===== config.mk =====
export PLATFORM = sky130hd
export DESIGN_NAME = mem_port_arbiter_flat
export DESIGN_NICKNAME = d
export VERILOG_FILES = /design/src/rtl/mem_port_arbiter_pkg.sv /design/src/rtl/mem_port_arbiter_if.sv /design/src/rtl/mem_port_arbiter_pick.sv /design/src/rtl/mem_port_arbiter.sv /design/src/flat_wrapper.sv
export SDC_FILE = /design/constraint.sdc
export NUM_CORES = 1
export LEC_CHECK = 0
export CORE_MARGIN = 10
export CORE_UTILIZATION = 35
export DETAILED_ROUTE_END_ITERATION = 7
export PLACE_DENSITY = 0.77
export SLEW_MARGIN = 20
export SYNTH_ARGS = -nofsm -noshare
export SYNTH_HDL_FRONTEND = slang
export SYNTH_HIERARCHICAL = 1
export SYNTH_SLANG_ARGS = --single-unit

===== constraint.sdc =====
create_clock -name clk -period 1.7 [get_ports clk]
set_input_delay 0.255 -clock clk [delete_from_list [all_inputs] [get_ports clk]]
set_output_delay 0.255 -clock clk [all_outputs]
set_load 0.05 [all_outputs]

===== src/rtl/mem_port_arbiter_pkg.sv =====
// Shared types for the unified-memory port arbiter: requester indices and FSM states.
package arb_pkg;

  localparam int NUM_REQ   = 3;
  localparam int REQ_FETCH = 0;
  localparam int REQ_DATA  = 1;
  localparam int REQ_LOAD  = 2;

  typedef enum logic [1:0] {
    IDLE   = 2'd0,
    ACCESS = 2'd1,
    WAIT   = 2'd2,
    RESP   = 2'd3
  } state_e;

  // Index of a one-hot owner vector; an empty vector maps to the fetch port
  function automatic logic [1:0] owner_idx(input logic [NUM_REQ-1:0] oh);
    case (oh)
      3'b010:  owner_idx = 2'd1;
      3'b100:  owner_idx = 2'd2;
      default: owner_idx = 2'd0;
    endcase
  endfunction

endpackage


===== src/rtl/mem_port_arbiter_if.sv =====
// Requester-side bus of the memory port arbiter: per-port request, address, data and handshake.
interface mem_port_arbiter_if
  import arb_pkg::*;
#(
  parameter int AW = 16,
  parameter int DW = 16
);
  logic [NUM_REQ-1:0] req;
  logic [NUM_REQ-1:0] we;
  logic [AW-1:0]      addr0;
  logic [AW-1:0]      addr1;
  logic [AW-1:0]      addr2;
  logic [DW-1:0]      wdata0;
  logic [DW-1:0]      wdata1;
  logic [DW-1:0]      wdata2;
  logic               lock1;
  logic [NUM_REQ-1:0] gnt;
  logic [NUM_REQ-1:0] ack;
  logic [DW-1:0]      rdata;

  modport master (
    output req, we, addr0, addr1, addr2, wdata0, wdata1, wdata2, lock1,
    input  gnt, ack, rdata
  );

  modport slave (
    input  req, we, addr0, addr1, addr2, wdata0, wdata1, wdata2, lock1,
    output gnt, ack, rdata
  );
endinterface


===== src/rtl/mem_port_arbiter_pick.sv =====
// Combinational winner selection; ARB_ROUND_ROBIN_EN selects rotating priority, otherwise R2 > R1 > R0.
module arb_pick
  import arb_pkg::*;
(
  input  logic [NUM_REQ-1:0] req,
`ifdef ARB_ROUND_ROBIN_EN
  input  logic [1:0]         last,
`endif
  output logic [NUM_REQ-1:0] gnt
);

`ifdef ARB_ROUND_ROBIN_EN
  logic [1:0] p0_s;
  logic [1:0] p1_s;
  logic [1:0] p2_s;

  // Search order begins one past the previous owner
  always_comb begin
    case (last)
      2'd0:    begin p0_s = 2'd1; p1_s = 2'd2; p2_s = 2'd0; end
      2'd1:    begin p0_s = 2'd2; p1_s = 2'd0; p2_s = 2'd1; end
      default: begin p0_s = 2'd0; p1_s = 2'd1; p2_s = 2'd2; end
    endcase
  end

  // First requester found in search order wins
  always_comb begin
    gnt = 3'b000;
    if (req[p0_s]) begin
      gnt[p0_s] = 1'b1;
    end else if (req[p1_s]) begin
      gnt[p1_s] = 1'b1;
    end else if (req[p2_s]) begin
      gnt[p2_s] = 1'b1;
    end else begin
      gnt = 3'b000;
    end
  end
`else
  // Loader beats data beats fetch
  always_comb begin
    gnt = 3'b000;
    if (req[REQ_LOAD]) begin
      gnt = 3'b100;
    end else if (req[REQ_DATA]) begin
      gnt = 3'b010;
    end else if (req[REQ_FETCH]) begin
      gnt = 3'b001;
    end else begin
      gnt = 3'b000;
    end
  end
`endif

endmodule


===== src/rtl/mem_port_arbiter.sv =====
// Single-port memory arbiter for fetch/data/loader with locked R1 bursts.
// Define ARB_ROUND_ROBIN_EN for round-robin arbitration instead of fixed priority.
module mem_port_arbiter
  import arb_pkg::*;
#(
  parameter int AW       = 16,
  parameter int DW       = 16,
  parameter int MEM_LAT  = 1,
  parameter int LOCK_MAX = 8
)(
  input  logic                clk,
  input  logic                proc_rst,
  mem_port_arbiter_if.slave   bus,
  output logic [AW-1:0]       mem_addr,
  output logic [DW-1:0]       mem_wdata,
  output logic                mem_rd,
  output logic                mem_wr,
  input  logic [DW-1:0]       mem_rdata,
  output logic                busy
);

  localparam int BW = (LOCK_MAX > 2) ? $clog2(LOCK_MAX) : 1;
  localparam int WW = (MEM_LAT > 2) ? $clog2(MEM_LAT - 1) : 1;
  localparam logic [BW-1:0] LOCK_LAST = BW'(LOCK_MAX - 1);
  localparam logic [WW-1:0] WAIT_LAST = WW'((MEM_LAT > 1) ? (MEM_LAT - 2) : 0);

  state_e             state_r, state_s;
  logic [NUM_REQ-1:0] win_s;
  logic [NUM_REQ-1:0] gnt_r, gnt_s, ack_r, ack_s;
  logic [DW-1:0]      rdata_r, rdata_s, wdata_r, wdata_s, sel_wdata_s;
  logic [AW-1:0]      addr_r, addr_s, sel_addr_s;
  logic               we_r, we_s, sel_we_s;
  logic               rd_r, rd_s, wr_r, wr_s, busy_r, busy_s;
  logic [BW-1:0]      bcnt_r, bcnt_s;
  logic [WW-1:0]      wcnt_r, wcnt_s;
  logic               cont_s;
`ifdef ARB_ROUND_ROBIN_EN
  logic [1:0]         last_r, last_s;
`endif

  arb_pick u_pick (
    .req  (bus.req),
`ifdef ARB_ROUND_ROBIN_EN
    .last (last_r),
`endif
    .gnt  (win_s)
  );

  // Fetch the IDLE winner's access parameters
  always_comb begin
    case (win_s)
      3'b100:  begin sel_we_s = bus.we[REQ_LOAD]; sel_addr_s = bus.addr2; sel_wdata_s = bus.wdata2; end
      3'b010:  begin sel_we_s = bus.we[REQ_DATA]; sel_addr_s = bus.addr1; sel_wdata_s = bus.wdata1; end
      default: begin sel_we_s = bus.we[REQ_FETCH]; sel_addr_s = bus.addr0; sel_wdata_s = bus.wdata0; end
    endcase
  end

  assign cont_s = (state_r == RESP) && gnt_r[REQ_DATA] && bus.lock1 &&
                  bus.req[REQ_DATA] && (bcnt_r < LOCK_LAST);

  // State register
  always_ff @(posedge clk) begin
    if (proc_rst) begin
      state_r <= IDLE;
    end else begin
      state_r <= state_s;
    end
  end

  // Next-state logic
  always_comb begin
    state_s = state_r;
    case (state_r)
      IDLE: begin
        if (bus.req != 3'b000) state_s = ACCESS;
        else                   state_s = IDLE;
      end
      ACCESS: begin
        if (MEM_LAT > 1) state_s = WAIT;
        else             state_s = RESP;
      end
      WAIT: begin
        if (wcnt_r == WAIT_LAST) state_s = RESP;
        else                     state_s = WAIT;
      end
      RESP: begin
        if (cont_s) state_s = ACCESS;
        else        state_s = IDLE;
      end
      default: state_s = IDLE;
    endcase
  end

  // Next values of every registered output; strobes fire on entry to ACCESS
  always_comb begin
    gnt_s   = gnt_r;
    ack_s   = 3'b000;
    rdata_s = rdata_r;
    addr_s  = addr_r;
    wdata_s = wdata_r;
    we_s    = we_r;
    rd_s    = 1'b0;
    wr_s    = 1'b0;
    bcnt_s  = bcnt_r;
    wcnt_s  = wcnt_r;
`ifdef ARB_ROUND_ROBIN_EN
    last_s  = last_r;
`endif
    case (state_r)
      IDLE: begin
        if (bus.req != 3'b000) begin
          gnt_s   = win_s;
          addr_s  = sel_addr_s;
          wdata_s = sel_wdata_s;
          we_s    = sel_we_s;
          rd_s    = ~sel_we_s;
          wr_s    = sel_we_s;
        end else begin
          gnt_s = 3'b000;
        end
      end
      ACCESS: wcnt_s = {WW{1'b0}};
      WAIT: begin
        if (wcnt_r == WAIT_LAST) wcnt_s = {WW{1'b0}};
        else                     wcnt_s = wcnt_r + 1'b1;
      end
      RESP: begin
        ack_s = gnt_r;
        if (!we_r) rdata_s = mem_rdata;
        else       rdata_s = rdata_r;
        if (cont_s) begin
          bcnt_s  = bcnt_r + 1'b1;
          addr_s  = bus.addr1;
          wdata_s = bus.wdata1;
          we_s    = bus.we[REQ_DATA];
          rd_s    = ~bus.we[REQ_DATA];
          wr_s    = bus.we[REQ_DATA];
        end else begin
          gnt_s  = 3'b000;
          bcnt_s = {BW{1'b0}};
`ifdef ARB_ROUND_ROBIN_EN
          last_s = owner_idx(gnt_r);
`endif
        end
      end
      default: gnt_s = 3'b000;
    endcase
    busy_s = (state_s != IDLE);
  end

  // Output and datapath registers
  always_ff @(posedge clk) begin
    if (proc_rst) begin
      gnt_r   <= 3'b000;
      ack_r   <= 3'b000;
      rdata_r <= {DW{1'b0}};
      addr_r  <= {AW{1'b0}};
      wdata_r <= {DW{1'b0}};
      we_r    <= 1'b0;
      rd_r    <= 1'b0;
      wr_r    <= 1'b0;
      busy_r  <= 1'b0;
      bcnt_r  <= {BW{1'b0}};
      wcnt_r  <= {WW{1'b0}};
`ifdef ARB_ROUND_ROBIN_EN
      last_r  <= 2'd0;
`endif
    end else begin
      gnt_r   <= gnt_s;
      ack_r   <= ack_s;
      rdata_r <= rdata_s;
      addr_r  <= addr_s;
      wdata_r <= wdata_s;
      we_r    <= we_s;
      rd_r    <= rd_s;
      wr_r    <= wr_s;
      busy_r  <= busy_s;
      bcnt_r  <= bcnt_s;
      wcnt_r  <= wcnt_s;
`ifdef ARB_ROUND_ROBIN_EN
      last_r  <= last_s;
`endif
    end
  end

  assign bus.gnt   = gnt_r;
  assign bus.ack   = ack_r;
  assign bus.rdata = rdata_r;
  assign mem_addr  = addr_r;
  assign mem_wdata = wdata_r;
  assign mem_rd    = rd_r;
  assign mem_wr    = wr_r;
  assign busy      = busy_r;

endmodule


===== src/flat_wrapper.sv =====
// flat-port wrapper written by rule: the top's interface ports become plain ports
module mem_port_arbiter_flat import arb_pkg::*;
#(
  parameter int AW       = 16,
  parameter int DW       = 16,
  parameter int MEM_LAT  = 1,
  parameter int LOCK_MAX = 8
)
  (clk, proc_rst, mem_addr, mem_wdata, mem_rd, mem_wr, mem_rdata, busy, bus_req, bus_we, bus_addr0, bus_addr1, bus_addr2, bus_wdata0, bus_wdata1, bus_wdata2, bus_lock1, bus_gnt, bus_ack, bus_rdata);
  mem_port_arbiter_if #(.AW(AW), .DW(DW)) bus_i ();
  input  logic clk;
  input  logic proc_rst;
  output logic [AW-1:0] mem_addr;
  output logic [DW-1:0] mem_wdata;
  output logic mem_rd;
  output logic mem_wr;
  input  logic [DW-1:0] mem_rdata;
  output logic busy;
  input wire logic [$bits(bus_i.req)-1:0] bus_req;
  input wire logic [$bits(bus_i.we)-1:0] bus_we;
  input wire logic [$bits(bus_i.addr0)-1:0] bus_addr0;
  input wire logic [$bits(bus_i.addr1)-1:0] bus_addr1;
  input wire logic [$bits(bus_i.addr2)-1:0] bus_addr2;
  input wire logic [$bits(bus_i.wdata0)-1:0] bus_wdata0;
  input wire logic [$bits(bus_i.wdata1)-1:0] bus_wdata1;
  input wire logic [$bits(bus_i.wdata2)-1:0] bus_wdata2;
  input wire logic [$bits(bus_i.lock1)-1:0] bus_lock1;
  output wire logic [$bits(bus_i.gnt)-1:0] bus_gnt;
  output wire logic [$bits(bus_i.ack)-1:0] bus_ack;
  output wire logic [$bits(bus_i.rdata)-1:0] bus_rdata;
  assign bus_i.req = bus_req;
  assign bus_i.we = bus_we;
  assign bus_i.addr0 = bus_addr0;
  assign bus_i.addr1 = bus_addr1;
  assign bus_i.addr2 = bus_addr2;
  assign bus_i.wdata0 = bus_wdata0;
  assign bus_i.wdata1 = bus_wdata1;
  assign bus_i.wdata2 = bus_wdata2;
  assign bus_i.lock1 = bus_lock1;
  assign bus_gnt = bus_i.gnt;
  assign bus_ack = bus_i.ack;
  assign bus_rdata = bus_i.rdata;
  mem_port_arbiter #(.AW(AW), .DW(DW), .MEM_LAT(MEM_LAT), .LOCK_MAX(LOCK_MAX)) u_core (.clk(clk), .proc_rst(proc_rst), .bus(bus_i), .mem_addr(mem_addr), .mem_wdata(mem_wdata), .mem_rd(mem_rd), .mem_wr(mem_wr), .mem_rdata(mem_rdata), .busy(busy));
endmodule

# --- Word-level counts from Yosys, hierarchy flattened ---
# Cells that the tools add are included.
totals:
  regBits: 64
  latch_bits: 0
  ramBits: 0
  rom_bits: 0
  output_inout_bits: 57
  wordCells: 71
  n_memories: 0
op_classes:
  addsub: 2
  mul: 0
  div: 0
  order_cmp: 1
  eq_ne: 8
  n_shift: 0
  mux: 31
  bitwise: 4
  n_reduce_logical: 13
op_table:
  columns: ["op", "count"]
  rows:
  - ["$pmux W16 S2", 4]
  - ["$mux W16", 4]
  - ["$mux W3", 5]
  - ["$mux W1", 11]
  - ["$pmux W1 S2", 5]
  - ["$pmux W2 S4", 1]
  - ["$pmux W3 S2", 1]
  - ["$reduce_bool A2 Y1", 3]
  - ["$eq A2 B2 Y1 const B", 2]
  - ["$logic_and A1 B1 Y1", 4]
  - ["$ne A2 B1 Y1 const B", 2]
  - ["$not A1 Y1", 4]
  - ["$reduce_and A2 Y1", 2]
  - ["$add A3 B1 Y3 const B", 1]
  - ["$eq A3 B2 Y1 const B", 1]
  - ["$eq A3 B3 Y1 const B", 1]
  - ["$lt A3 B3 Y1 const B", 1]
  - ["$reduce_and A3 Y1", 1]
  - ["$reduce_bool A3 Y1", 1]
  - ["$eq A2 B1 Y1 const B", 1]
  - ["$logic_not A2 Y1", 1]
  - ["$ne A2 B2 Y1 const B", 1]
  - ["$reduce_or A2 Y1", 1]
  - ["$add A1 B1 Y1 const B", 1]

# --- Longest topological paths before layout ---
logic_depth:
  ltp_word: 8
  depth_mapped: 7

# --- Cells and area by module ---
# The synthesis kept the hierarchy.
by_module_without_submodules:
  columns: ["module", "instances", "cells_each", "area_each_um2", "seq_area_each_um2"]
  rows:
  - ["mem_port_arbiter", 1, 340, 3123.0, 1261.2]
  - ["arb_pick", 1, 3, 26.3, 0.0]

# --- Worst setup path before layout ---
# OpenSTA, ideal clock, no wires.
synth_timing:
  kind: "reg-to-reg"
  startpoint: "register u_core.gnt_r[1], in the netlist u_core/bus.gnt[1]"
  endpoint: "register u_core.addr_r[10], in the netlist u_core/mem_addr[10]"
  t_arrival_ns: 1.671
  required_ns: 1.553
  path_slack_ns: -0.117
  path_stages_with_launch: 7
  period_less_slack_ns: 1.817
  path_cell_list: "dfxtp_1 -> nand4_4 -> o21ai_4 -> and2_4 -> buf_8 -> buf_12 -> a311oi_2"
synth_between:
  elab_chain_cells: 6
synth_rtl:
  columns: ["element", "line_no", "source"]
  rows:
  - ["start: declaration", "mem_port_arbiter.sv:29", "logic [NUM_REQ-1:0] gnt_r, gnt_s, ack_r, ack_s;"]
  - ["start signal: assignment", "mem_port_arbiter.sv:169", "gnt_r <= gnt_s;"]
  - ["$logic_and A1 B1 Y1 (3 in series)", "mem_port_arbiter.sv:58", "assign cont_s = (state_r == RESP) && gnt_r[REQ_DATA] && bus.lock1 &&"]
  - ["$logic_and A1 B1 Y1", "mem_port_arbiter.sv:59", "bus.req[REQ_DATA] && (bcnt_r < LOCK_LAST);"]
  - ["$ne A2 B1 Y1 (no line)", null, null]
  - ["$reduce_and A3 Y1 (no line)", null, null]
  - ["end signal: assignment", "mem_port_arbiter.sv:157", "addr_r <= {AW{1'b0}};"]
  - ["end signal: assignment", "mem_port_arbiter.sv:172", "addr_r <= addr_s;"]
  - ["end: declaration", "mem_port_arbiter.sv:31", "logic [AW-1:0] addr_r, addr_s, sel_addr_s;"]
# No other way between the ends.
# A chain may end at the register's enable or synchronous reset.

# --- Worst setup path in the final report ---
layout_timing:
  startpoint: "input bus_req[0]"
  endpoint: "register u_core.wdata_r[8], in the netlist u_core/mem_wdata[8]"
layout_between:
  elab_chain_cells: 7
layout_rtl:
  columns: ["element", "line_no", "source"]
  rows:
  - ["start: declaration", "flat_wrapper.sv:19", "input wire logic [$bits(bus_i.req)-1:0] bus_req;"]
  - ["$mux W1 (*)", "mem_port_arbiter_pick.sv:47", "end else if (req[REQ_FETCH]) begin"]
  - ["$mux W3 (*)", "mem_port_arbiter_pick.sv:45", "end else if (req[REQ_DATA]) begin"]
  - ["$mux W3 (*)", "mem_port_arbiter_pick.sv:43", "if (req[REQ_LOAD]) begin"]
  - ["named net u_core.win_s[0]", "mem_port_arbiter.sv:28", "logic [NUM_REQ-1:0] win_s;"]
  - ["$eq A3 B2 Y1 or $eq A3 B3 Y1 (tied branches)", "mem_port_arbiter.sv:51", "case (win_s)"]
  - ["$pmux W16 S2 (*)", "mem_port_arbiter.sv:51", null]
  - ["$mux W16 (*)", "mem_port_arbiter.sv:111", "if (bus.req != 3'b000) begin"]
  - ["$pmux W16 S2 (*)", "mem_port_arbiter.sv:109", "case (state_r)"]
  - ["end signal: assignment", "mem_port_arbiter.sv:158", "wdata_r <= {DW{1'b0}};"]
  - ["end signal: assignment", "mem_port_arbiter.sv:173", "wdata_r <= wdata_s;"]
  - ["end: declaration", "mem_port_arbiter.sv:30", "logic [DW-1:0] rdata_r, rdata_s, wdata_r, wdata_s, sel_wdata_s;"]
# Mark *: on every way through the listed nets, which the timed path passes. The rest lies on a longest branch. The select of a mux whose other input is x is not followed.

==> out/summary.txt <==
clock root buffer: clkbuf_8
Worst Setup Slack post-DPL: -0.498 ns
clk slew on worst S/H paths: 0.07 ns
post-synthesis sequential area ratio: 40.0%
max-slew violations: 0
CP endpoint kind: flop
fin crit period: 1.59 ns
initial core utilization: 36.1%
Worst Path Arrival: 1.83 ns
number of synthesized register bits: 63
Die Y: 115 um
Fmax: 0.628 GHz
initial antenna violation count: 0
clk_lat worst skew: 0.33 ns
Routability Congestion: 0.864
total core area: 0.00872 mm2
worst hold path class: input pin to flop
Antenna diodes: 0
post-route ant nets: 0
CTS tree: done
total CTS buffers: 9
I/O pins: 178
CTS Hold Bufs: 0
Worst path max stage delay: 0.27 ns
vias: 3,381
post-DR wirelength/cell: 17.8 um
global route overflow: 0
Die W: 115 um
library cells used by synthesis: 40
final worst path period share: 93.7%
Async SR Flop Fraction: 0%
share of cells above drive strength 1: 28.8%
endpoints failing hold: 0
Max clock buf depth: 2
number of synthesized flops with an enable pin: 0
top cell type's share of synthesized area: 40.0%
cells after synthesis: 343
fin util: 62.2%
Slew HR: 67.6%
Slew @ Worst Pin: 0.486 ns
Clock Sink Count: 63
Port Buffers: 177
Buf/Inv on CP: 4
Routed WL: 11.6 mm
FP Rows: 34
Worst path slowest cell: dlygate4sd2_1
Post-Route Skew: 0.0105 ns
Finish-stage setup viols: 0
mapped cell area: 0.00315 mm2
largest net degree at the start of global routing: 33
# fillers: 745
H-tree levels: 3
Syn-to-layout area delta: 72.3%
PD cells: 1750 mW/mm2
worst setup path category: input pin to flop
Initial DRT Pass Iterations: 4
DRC viols: 0
synthesized net count: 469
maxcap violations: 0
worst-path maximum fanout: 12
Leak: 2.15 nW
commonest non-fill, non-tap cell in the layout: clkdlybuf4s50_1
Mapped Avg Cell Area: 9.18 um2
worst endpoint required time: 1.93 ns
area leader, netlist: dfxtp_1
Hold Slack: 0.251 ns
vias per inst: 5.18
HPWL after DPL: 9.10 mm
VDD IR max: 0.763 mV
setup TNS: 0 ns
final worst slack: 0.107 ns
Critical Path Source Type: input pin
status: complete, no violations
GR Util All Layers: 16.8%
final net count: 666
crit-path cells: dlygate4sd2_1 -> nor3b_4 -> buf_4 -> nor4b_4 -> buf_6 -> buf_8 -> a22oi_1 -> a311oi_2
initial DRC count: 168
first-pass GRT wire length: 18.1 mm
vias in the first global route: 3,555
top cells by area, synth: dfxtp_1 40%, a311oi_2 12%, a21oi_1 8.4%
crit-path leading delay family: buffers and inverters
YS warnings: 6
total die area: 0.0132 mm2
RSZ-0062 raised after global routing: false
most frequent cells in the layout: 116 x clkdlybuf4s50_1, 82 x buf_4, 67 x nand2_1
Synth Flop Type: dfxtp_1
[kinds of logic (layout without fill, tap and decap cells)]
group / after synthesis / count (layout) / synth area share, %
AOI/OAI and AO/OA: 133 / 133 / 34.3
DFF: 63 / 63 / 40.0
buffers and inverters: 39 / 240 / 7.71
muxes: 1 / 1 / 0.358
xor gates and xnor gates: 1 / 1 / 0.278
adders and majority gates: 5 / 5 / 1.99
and+or+nand+nor: 101 / 102 / 15.3
[power by group]
group	switching (mW)	internal, mW	total [mW]
sequential	0.276	1.97	2.25
combinational	3.45	2.39	5.85
clock	0.576	0.821	1.40
total	4.31	5.19	9.50
[flip-flops by register name, indices dropped and copies added, names as in the netlist]
signal,cells
u_core/bus.rdata,16
u_core/we_r,1
u_core/bcnt_r,3
u_core/mem_wdata,16
u_core/busy,1
u_core/mem_addr,16
u_core/bus.ack,3
u_core/bus.gnt,3
u_core/mem_rd,1
u_core/mem_wr,1
u_core/state_r,2
[cell usage after synthesis, drive strengths merged (2+ instances only)]
| cell type | n |
|---|---|
| buf | 16 |
| clkbuf | 17 |
| a22oi | 32 |
| or2 | 2 |
| o21ai | 2 |
| nor2 | 9 |
| and2 | 4 |
| ha | 5 |
| a21oi | 54 |
| o31ai | 2 |
| inv | 6 |
| nor2b | 5 |
| nor3 | 6 |
| a22o | 4 |
| a311oi | 32 |
| nand2 | 67 |
| o221ai | 2 |
| dfxtp | 63 |
| a31oi | 2 |
[layout make-up]
type | instances | area [um2] | area share, %
sequential | 63 | 1260 | 23.3
timing repair buffer | 218 | 2090 | 38.5
tap | 108 | 135 | 2.49
multi-input combinational | 242 | 1700 | 31.3
inverter | 6 | 22.5 | 0.415
clock buffer | 10 | 128 | 2.35
clock inverter | 6 | 85.1 | 1.57
[through the flow]
stage	power, mW	cells	instance area [um2]
floorplan	5.96	343	3160
global placement	7.56	629	5020
detailed placement	7.68	629	5020
CTS	9.26	650	5340
global route	10.0	653	5430
finish	9.50	653	5430
[worst paths after layout]
check / from / endpoint / slack, ns / cells past startpoint
worst max-delay path: bus_req[0] / u_core/mem_wdata[8] / 0.11 / 8
worst min-delay path: proc_rst / u_core/bcnt_r[1] / 0.25 / 2
worst max register to register: u_core/state_r[0] / u_core/mem_wdata[4] / 0.11 / 7
worst min register to register: u_core/bus.rdata[15] / u_core/bus.rdata[15] / 0.46 / 2
[timing repair]
item	4_1_cts	5_1_grt
pin swaps	1	4
setup endpoints to repair	32	39
cloned	2	1
resized for setup	15	9
setup buffers	3	2
[metal layers]
metal	global-route usage (%)	share of wire, %	wire, um	vias up
li1	-	-	-	1659
met4	4.70	0.92	107	0
met5	0	0	0	-
met1	18.4	40	4710	1569
met3	7.24	9.7	1130	11
met2	29.0	49	5690	142
Note: power is estimated with default switching activity, not from simulation.
==> RTL change 1, RTL diff (config.mk and constraints unchanged) <==
Build with the macro `ARB_ROUND_ROBIN_EN` defined.
--- a/src/rtl/mem_port_arbiter_pick.sv
+++ b/src/rtl/mem_port_arbiter_pick.sv
@@ -1,2 +1,4 @@
 // Combinational winner selection; ARB_ROUND_ROBIN_EN selects rotating priority, otherwise R2 > R1 > R0.
+`define ARB_ROUND_ROBIN_EN
+
 module arb_pick
Function: changed (Yosys sat finds a counterexample within 4 cycles, from zero or initial values and one cycle with proc_rst high).
==> RTL change 1 against the unedited design <==
  * The flow now finishes with violations (negative setup slack)
  * Worst hold slack worse by 0.020 ns
  * Die area down 0.43%
  * Sequential share of layout area down 0.13 points
  * Critical path depth unchanged
  * Sequential cell count up 2
  * Maximum frequency down 20%
  * Design area up 4.4%
  * Total power down 2.1%
  * Clock skew up 0.00090 ns
  * Routed wire length up 9.3%
  * Sequential power up 3%
  * Worst setup slack worse by 0.40 ns
  * Area after synthesis down 0.52%
  * Critical endpoint is now u_core/mem_addr[1]
==> RTL change 1: results <==
set metrics [dict create \
    status "finished, violations left" \
    violations "negative setup slack" \
    setup_viol 35 \
    grt_start_max_net_pins 25 \
    irDropWorstVdd_uv 808 \
    grt_use_met1 0.184 \
    fin_ws_ns -0.296 \
    tightest_slew_ns 0.466 \
    netlist_top_cells_count "67 x nand2_1, 65 x dfxtp_1, 55 x a21oi_1" \
    first_global_vias 3738 \
    power.switching_mw 4.35 \
    synth_area_leaders "dfxtp_1 42%, a21oi_1 8.8%, nand2_1 8.0%" \
    grt_usage 0.179 \
    yosys.cell_types.count 46 \
    critPathArrivalTime_ns 2.25 \
    p_leak_nw 2.25 \
    grt_pass1_wl_mm 18.9 \
    use_met3 0.0797 \
    layout-drive-gt1-share 0.331 \
    detail_route.iter0.violations 206 \
    routed_wl_mm 12.7 \
    cp_max_fo 5 \
    use_met2 0.319 \
    synth-seq-area-share 0.415 \
    routabilityCongestion 0.851 \
]
[RTL change 1: power by group through the flow]
stage / logic, mW / clock network (mW) / registers, mW
after floorplan: 1.97 / 0 / 3.89
after global placement: 4.85 / 0 / 2.30
after detailed placement: 4.91 / 0 / 2.32
after CTS: 5.29 / 1.52 / 2.31
after global routing: 5.76 / 1.60 / 2.38
final: 5.48 / 1.49 / 2.32
[RTL change 1: cell families (layout without fill, tap and decap cells)]
logic type      after synthesis  in the layout  share of synthesized area
simple gates                105            106                      0.162
buf+inv                      39            252                     0.0803
compound gates              135            135                      0.316
fa+ha+maj                     5              5                     0.0200
flops                        65             65                      0.415
mux                           1              1                    0.00359
xor+xnor                      1              1                    0.00280
[RTL change 1: routing by layer]
layer,vias up,part of all wire
li1,1717,-
met1,1673,0.37
met2,146,0.52
met3,12,0.10
met4,0,0.0083
met5,-,0
[RTL change 1: through the flow]
stage	setup TNS, ns	instance area, um2	util	instances	total power [mW]
after global placement	-22.37	4990	0.572	637	7.14
after floorplan	-4.47	3180	-	351	5.86
after CTS	-7.83	5520	0.632	669	9.13
final	-8.36	5660	0.649	673	9.29
after detailed placement	-24.50	4990	0.572	637	7.23
after global routing	-11.38	5660	0.649	673	9.74
[RTL change 1: final cells by class]
| type | instances | area, um2 |
|---|---|---|
| clock buffers | 10 | 138 |
| clock inverters | 6 | 90.1 |
| fillers | 696 | 3060 |
| inverters | 7 | 26.3 |
| multi-input cells | 248 | 1800 |
| flip-flops and latches | 65 | 1310 |
| well taps | 108 | 135 |
| repair buffers | 229 | 2160 |
[RTL change 1: repair_timing]
| item | in CTS | in global routing |
|---|---|---|
| resized for setup | 37 | 24 |
| setup endpoints to repair | 45 | 40 |
| gates cloned | 6 | 0 |
| setup buffers | 10 | 4 |
| pin swaps | 10 | 17 |
[RTL change 1: path summary, 6_finish.rpt]
check / startpoint / endpoint / depth (start not counted)
hold / removal: proc_rst / u_core/bcnt_r[0] / 2
setup / recovery: u_core/last_r[0] / u_core/mem_addr[1] / 8
hold reg to reg: u_core/bus.rdata[15] / u_core/bus.rdata[15] / 2
setup reg to reg: u_core/last_r[0] / u_core/mem_addr[1] / 8
[RTL change 1: worst max-delay path, cell delays in order (launching register included)]
cell and delay, ns:
dfxtp_2 0.33, or3b_4 0.40, and3b_2 0.27, nor4b_4 0.21, buf_4 0.17, buf_6 0.10, buf_6 0.12, a22oi_2 0.05
a311oi_1 0.26
==> RTL change 2, RTL diff (config.mk and constraints unchanged) <==
Made on the original files. Re-encode `state_e` (4 states) as one-hot, 4 bits wide.
--- a/src/rtl/mem_port_arbiter_pkg.sv
+++ b/src/rtl/mem_port_arbiter_pkg.sv
@@ -8,7 +8,7 @@
 
-  typedef enum logic [1:0] {
-    IDLE   = 2'd0,
-    ACCESS = 2'd1,
-    WAIT   = 2'd2,
-    RESP   = 2'd3
+  typedef enum logic [3:0] {
+    IDLE   = 4'b0001,
+    ACCESS = 4'b0010,
+    WAIT   = 4'b0100,
+    RESP   = 4'b1000
   } state_e;
Formal check against the unedited RTL: no difference found for any inputs over 10 cycles, from zero or initial values and one cycle with proc_rst high; not proved beyond that.
==> RTL change 2 against the unedited design <==
  * The run now ends with negative setup slack left
  * Final cell count is 8.1% lower
  * Worst setup slack lost 0.15 ns
  * Register-to-register slack worse by 0.097 ns
  * Routed wire length shrank 2.4%
  * Non-clock buffer count down 2
  * Critical path depth unchanged
  * Clock skew hardly changed
  * Design area down 6.9%
  * Area after synthesis is 13% lower
  * Worst hold slack gained 0.20 ns
  * Sequential cell count grew 1
  * Largest cell class unchanged
Power is not compared: it rests on default switching activity, and its combinational part moved more than twofold at a synthesized area within 25%.
==> RTL change 2: results <==
set metrics [dict create \
    hp-class "register to register" \
    synth-seq-area-share 0.469 \
    netlist_top_cells_count "64 x dfxtp_1, 52 x a21oi_1, 33 x nand2_1, 33 x o31ai_1, 32 x a222oi_1" \
    path_delay_family "compound AO/OA/AOI/OAI gates" \
    n_antenna_cell 0 \
    routabilityCongestion 0.887 \
    violations "negative setup slack" \
    dr.pass1.iters 5 \
    reg2reg_depth 6 \
    dp_hpwl_mm 8.40 \
    hp-start "u_core/bus.rdata[11]" \
    tightest_slew_ns 0.456 \
    antenna_found_initial 0 \
    setup_viol 1 \
    yosys.area_share.adder 0.00458 \
    vias_per_cell 5.40 \
    nets 615 \
    synth_area_leaders "dfxtp_1 47%, a222oi_1 12%, a21oi_1 9.5%" \
    yosys.area_share.xor_xnor 0.00321 \
    grt_usage 0.185 \
    fin_ws_ns -0.0406 \
    layout-drive-gt1-share 0.269 \
    avgRoutedWirePerCell_um 18.9 \
    grt_pass1_wl_mm 17.4 \
    synthesis.nets 419 \
    cp_max_fo 5 \
    slowest_delay_ns 0.42 \
    hold_path_end "u_core/bus.rdata[11]" \
    synthMuxAreaShare 0 \
    grt_start_max_net_pins 38 \
    r2r-end "u_core/we_r" \
    status "finished, violations left" \
    detail_route.iter0.violations 200 \
    fin_skew_ns 0.0104 \
    reg2reg_slack_ns 0.01 \
]
## RTL change 2: routing by layer
layer  part of all wire  global-route usage  wire [um]
met5                  0                   0          0
met4              0.012              0.0621        136
met3              0.073              0.0714        832
met2               0.52               0.319       5860
met1               0.40               0.205       4540
## RTL change 2: through the flow
step	setup TNS (ns)	hold slack, ns	instance area, um2	setup slack [ns]	cells
final	-0.0406	0.454	5050	-0.0406	600
after global routing	-2.08	0.449	5050	-0.0755	600
after CTS	0	0.457	4910	0.00362	595
after detailed placement	-14.93	0.447	4680	-0.431	578
after global placement	-12.74	0.443	4680	-0.370	578
after floorplan	0	0.391	2730	0.0399	297
## RTL change 2: what timing repair did
action,in CTS,in global routing
setup buffers,0,4
resized for setup,7,21
cloned,1,2
setup endpoints to repair,31,49
pin swaps,4,9
hold buffers,0,0
## RTL change 2: cell type report
class | instances | area [um2]
Sequential cell | 64 | 1290
Tap cell | 102 | 128
Multi-Input combinational cell | 200 | 1400
Clock inverter | 6 | 60.1
Timing Repair Buffer | 216 | 2040
Inverter | 2 | 7.51
Fill cell | 619 | 2600
Clock buffer | 10 | 128
## RTL change 2: power breakdown
group / internal [mW] / switching [mW] / total, mW
logic: 0.781 / 1.04 / 1.82
registers: 1.66 / 0.0894 / 1.75
clock network: 0.670 / 0.593 / 1.26
total: 3.11 / 1.72 / 4.83
## RTL change 2: worst max-delay path by stage
stage | startpoint | end | depth (start not counted)
after global routing | u_core/state_r[0] | u_core/we_r | 6
after floorplan | u_core/state_r[1] | u_core/mem_addr[0] | 6
after CTS | u_core/state_r[3] | u_core/mem_addr[12] | 5
final | bus_req[0] | u_core/we_r | 8
after detailed placement | bus_req[1] | u_core/mem_wdata[12] | 7
after global placement | bus_req[1] | u_core/mem_addr[8] | 7
